==> config.mk <==
export PLATFORM = sky130hd
export DESIGN_NAME = adder_serial_four_bit
export DESIGN_NICKNAME = d
export VERILOG_FILES = /design/src/rtl/arith_pkg.sv /design/src/rtl/full_adder_bit.sv /design/src/rtl/adder_serial_four_bit.sv
export SDC_FILE = /design/constraint.sdc
export NUM_CORES = 1
export LEC_CHECK = 0
export ABC_CLOCK_PERIOD_IN_PS = 1220
export CAP_MARGIN = 30
export CORE_MARGIN = 2
export CORE_UTILIZATION = 45
export DETAILED_ROUTE_END_ITERATION = 10
export PLACE_DENSITY_LB_ADDON = 0.2
export SKIP_LAST_GASP = 1
export SLEW_MARGIN = 10
export SYNTH_ARGS = -nofsm -noshare
export SYNTH_HDL_FRONTEND = slang
export SYNTH_SLANG_ARGS = --single-unit
==> constraint.sdc <==
create_clock -name clk -period 1.22 [get_ports clk]
set_input_delay 0.244 -clock clk [delete_from_list [all_inputs] [get_ports clk]]
set_output_delay 0.244 -clock clk [all_outputs]
set_load 0.02 [all_outputs]
==> src/rtl/arith_pkg.sv <==
// Shared definitions for the arithmetic library: FSM state encoding,
// default operand width and a counter-width helper.
package arith_pkg;

  localparam int DEFAULT_WIDTH = 4;

  typedef enum logic [1:0] {
    IDLE  = 2'd0,
    SHIFT = 2'd1,
    DONE  = 2'd2
  } state_t;

  // ceil(log2(width)), never below 1 so a counter always has at least one bit
  function automatic int cnt_width(input int width);
    int w;
    w = 1;
    while ((1 << w) < width) w++;
    return w;
  endfunction

endpackage

==> src/rtl/full_adder_bit.sv <==
// Single-bit full adder cell; the only arithmetic in the serial adder.
module full_adder_bit (
  input  logic x,
  input  logic y,
  input  logic ci,
  output logic s,
  output logic co
);

  assign s  = x ^ y ^ ci;
  assign co = (x & y) | (x & ci) | (y & ci);

endmodule

==> src/rtl/adder_serial_four_bit.sv <==
// Bit-serial LSB-first adder: {Cout,sum} = a + b + cin over WIDTH cycles,
// using one full_adder_bit cell and a start/done handshake.
module adder_serial_four_bit
  import arith_pkg::*;
#(
  parameter int WIDTH = DEFAULT_WIDTH
) (
  input  logic             clk,
  input  logic             rst,
  input  logic             start,
  input  logic [WIDTH-1:0] a,
  input  logic [WIDTH-1:0] b,
  input  logic             cin,
  output logic             busy,
  output logic             done,
  output logic [WIDTH-1:0] sum,
  output logic             Cout,
  output state_t           dbg_state
);

  localparam int CNT_W = cnt_width(WIDTH);
  localparam logic [CNT_W-1:0] LAST_BIT = CNT_W'(WIDTH - 1);

  // Handshake: start is a request that is taken on any rising edge where the
  // block is not busy (IDLE or DONE); while busy=1 start is ignored. done is a
  // one-cycle result-valid pulse with no back-pressure.

  state_t             state_q, state_d;
  logic [WIDTH-1:0]   a_q, a_d;
  logic [WIDTH-1:0]   b_q, b_d;
  logic [WIDTH-1:0]   res_q, res_d;
  logic               carry_q, carry_d;
  logic [CNT_W-1:0]   cnt_q, cnt_d;

  logic fa_s;
  logic fa_co;

  full_adder_bit u_fa (
    .x  (a_q[0]),
    .y  (b_q[0]),
    .ci (carry_q),
    .s  (fa_s),
    .co (fa_co)
  );

  always_comb begin
    state_d = state_q;
    a_d     = a_q;
    b_d     = b_q;
    res_d   = res_q;
    carry_d = carry_q;
    cnt_d   = cnt_q;

    unique case (state_q)
      IDLE, DONE: begin
        if (start) begin
          a_d     = a;
          b_d     = b;
          carry_d = cin;
          cnt_d   = '0;
          state_d = SHIFT;
        end else if (state_q == DONE) begin
          state_d = IDLE;
        end
      end
      SHIFT: begin
        // Sum bits enter at the MSB so that after WIDTH shifts bit 0 sits at the LSB
        res_d   = {fa_s, res_q[WIDTH-1:1]};
        a_d     = a_q >> 1;
        b_d     = b_q >> 1;
        carry_d = fa_co;
        cnt_d   = cnt_q + CNT_W'(1);
        if (cnt_q == LAST_BIT) state_d = DONE;
      end
      default: state_d = IDLE;
    endcase
  end

  always_ff @(posedge clk) begin
    if (rst) begin
      state_q <= IDLE;
      a_q     <= '0;
      b_q     <= '0;
      res_q   <= '0;
      carry_q <= 1'b0;
      cnt_q   <= '0;
    end else begin
      state_q <= state_d;
      a_q     <= a_d;
      b_q     <= b_d;
      res_q   <= res_d;
      carry_q <= carry_d;
      cnt_q   <= cnt_d;
    end
  end

  assign busy      = (state_q == SHIFT);
  assign done      = (state_q == DONE);
  assign sum       = res_q;
  assign Cout      = carry_q;
  assign dbg_state = state_q;

endmodule
==> reports/qor.txt <==
====================================================================================================
Most used DFF post-synth ..............................................................      dfxtp_1
Remaining Overflow, GRT ...............................................................            0
Average vias per placed instance ......................................................         5.21
Root cell of the clock tree ...........................................................     clkbuf_4
Arrival time reported for the critical path endpoint ..................................      0.96 ns
Boundary pin count ....................................................................           21
Floorplan core area ...................................................................  0.00154 mm2
Startpoint kind of the worst setup timing path ........................................     register
Max-slew headroom at the worst pin ....................................................        0.854
Final worst hold slack ................................................................     0.472 ns
Most instantiated cells after synthesis ............................................... 25 x nand2_1, 17 x dfxtp_1, 8 x a21oi_1, 8 x nor2_1, 6 x a311oi_1
Power density of the placed cells .....................................................  1120 mW/mm2
Worst reg2reg startpoint .............................................................. dbg_state[0]
Wire length of the first global-routing pass ..........................................      2350 um
Critical Path Max Stage Delay .........................................................      0.35 ns
Number of DRC violations after detailed routing .......................................            0
Setup slack of the worst register-to-register path ....................................      0.04 ns
Design Power ..........................................................................      1.14 mW
Status ................................................................................ complete, no violations
Iter 0 DRT Violations .................................................................            6
Final net count .......................................................................          126
Gate Count Post-Synth .................................................................           86
Sequential share of the synthesized area ..............................................        0.452
Post-synthesis compound-gate area fraction ............................................        0.153
Count leader, synth ...................................................................      nand2_1
Area of the die .......................................................................  0.00202 mm2
Final setup margin ....................................................................    0.0124 ns
Number of synthesis warnings ..........................................................            0
H-tree levels .........................................................................            1
Final-report setup violation count ....................................................            0
CP required ...........................................................................      0.98 ns
Crit path cell chain .................................................................. buf_6, nor2b_4, buf_6
Largest fanout of any net on the critical path ........................................            2
Placed standard-cell area .............................................................      980 um2
Total negative setup slack ............................................................         0 ns
Synth unique cells ....................................................................           19
Vias ..................................................................................          662
Multiplexer share of the synthesized area .............................................            0
Number of cell rows ...................................................................           14
CP max-delay cell .....................................................................      dfxtp_2
Min Tclk post-route ...................................................................      1.21 ns
Setup repair after global routing missed its margin ...................................         true
Endpoints failing hold ................................................................            0
Max rail drop VDD .....................................................................     0.853 mV
Critical Path Sink Type ............................................................... primary output
Fraction of final layout cells sized beyond drive strength 1 ..........................        0.225
Number of input and output port buffers inserted ......................................           20
Startpoint of the worst setup timing path ............................................. dbg_state[1]
Max Cap Viol ..........................................................................            0
Worst-skew pair later-pin latency .....................................................      0.28 ns
First-pass detailed-route iteration total .............................................            4
Dominant combinational cell family by area after synthesis ............................ simple AND/OR/NAND/NOR gates
Class of the most critical setup path ................................................. register to primary output
Synth Area in Simple Gates ............................................................        0.252
Maximum buffer depth of the clock tree ................................................            2
Maximum number of pins on one net before global-route repair ..........................           24
Wire length per cell after detailed routing ...........................................      11.6 um
Syn_nets ..............................................................................          100
Global placer's final weighted congestion .............................................        0.690
Max frequency .........................................................................      828 MHz
Number of CTS-inserted buffers ........................................................            3
Sinks on the clock net ................................................................           17
Instance count after placement with tap cells included ................................          123
Starting density of the core ..........................................................        0.489
Post-route cell area ..................................................................  0.00102 mm2
Post-detail-place hpwl ................................................................      1080 um
Biggest area consumer among synthesized cells .........................................      dfxtp_1
Adder-cell share of the synthesized area ..............................................       0.0432
Pre-CTS setup slack ...................................................................    -0.210 ns
Post-synthesis cell area ..............................................................      753 um2
Final cell count without fillers ......................................................          127
Tightest Hold Check Type .............................................................. register to register
Proportion of netlist area held by the largest area contributor .......................        0.452
Number of routed nets with antenna violations .........................................            0
Hold buffer count at cts ..............................................................            0
Setup clock skew after layout .........................................................   0.00724 ns
Fraction of registers with async set or reset after synthesis .........................            0
Clock-pin slew reported for the worst setup and hold paths after clock tree synthesis .      0.09 ns
Total GRT Usage .......................................................................        0.158
Final standard cell utilization of the core ...........................................        0.660
Antenna violations before repair ......................................................            0
Horiz. Die Dim ........................................................................      44.9 um
Number of enable-type register cells in the synthesized netlist .......................            0
Transition time of the tightest slew-check pin ........................................     0.219 ns
XOR/XNOR Fraction of Synth Area .......................................................            0
P&R area growth vs syn ................................................................        35.1%
Die span in y .........................................................................      44.9 um
Most Frequent Cell on Critical Path ...................................................        buf_6
Origin of the worst min-delay path ....................................................       sum[0]
Max-slew violation count ..............................................................            0
Biggest area contributors in the synthesized netlist .................................. dfxtp_1 45%, nand2_1 12%, a311oi_1 7.0%
Synth Area per Inst ...................................................................     8.76 um2
Clock tree from TritonCTS .............................................................         done
Number of global-route vias before repair .............................................          546
Final period util .....................................................................        0.990
Wire length after detailed routing ....................................................      1470 um
Pleak .................................................................................     0.404 nW
Flops & latches, synth ................................................................           17
Number of diodes ......................................................................            0
====================================================================================================
[cell families after synthesis]
kind of cell,count (synthesis)
compound gates,16
fa+ha+maj,2
buf+inv,8
flops,17
simple gates,43
[per-layer routing]
| metal | routed length [um] | up-vias | share of wire | track usage |
|---|---|---|---|---|
| met4 | 18 | 0 | 0.012 | 0.0706 |
| met1 | 692 | 308 | 0.47 | 0.228 |
| met2 | 690 | 12 | 0.47 | 0.223 |
| met5 | 0 | - | 0 | 0 |
| met3 | 71 | 2 | 0.048 | 0.0400 |
| li1 | - | 340 | - | - |
[power breakdown]
| group | total, mW | switching, mW | internal, mW |
|---|---|---|---|
| logic | 0.228 | 0.112 | 0.116 |
| registers | 0.620 | 0.0271 | 0.593 |
| clock network | 0.287 | 0.161 | 0.127 |
| total | 1.14 | 0.300 | 0.835 |
[cells in the final DEF, fill, tap and decap left out, drive strengths merged]
master / Yosys / routed
o21a: 1 / 1
buf: 5 / 11
clkdlybuf4s50: 0 / 11
clkinv: 1 / 1
nand2b: 3 / 3
nor2: 8 / 8
clkdlybuf4s15: 0 / 4
nand2: 25 / 25
nand3: 4 / 4
a21oi: 8 / 8
a311oi: 7 / 7
clkbuf: 2 / 6
nor2b: 2 / 2
nor3b: 1 / 1
ha: 1 / 1
dfxtp: 17 / 17
fa: 1 / 1
[what timing repair did]
action	CTS	global route
resized for setup	23	15
endpoints found under the setup margin	10	7
setup buffers	0	0
[path summary, 6_finish.rpt]
| check | end | cells past startpoint |
|---|---|---|
| min reg2reg | sum[0] | 2 |
| max reg2reg | b_q[1] | 5 |
| min | sum[0] | 2 |
| max | done | 3 |
[worst max-delay path, delay by kind of cell (launching register included)]
kind | cells | cell delay, ns
flops | 1 | 0.35
simple gates | 1 | 0.13
buf+inv | 2 | 0.21
[flip-flops by register name (all words and copies together) (netlist names)]
name	flops
a_q	4
cnt_q	2
b_q	4
dbg_state	2
sum	4
Cout	1
[cell type report]
class                   instances  area [um2]
multi-input cells              61         353
inverters                       1        8.76
well taps                      16        20.0
clock buffers                   4        26.3
flip-flops and latches         17         343
repair buffers                 28         267
fillers                       138         524
Note: power is estimated with default switching activity, not from simulation.
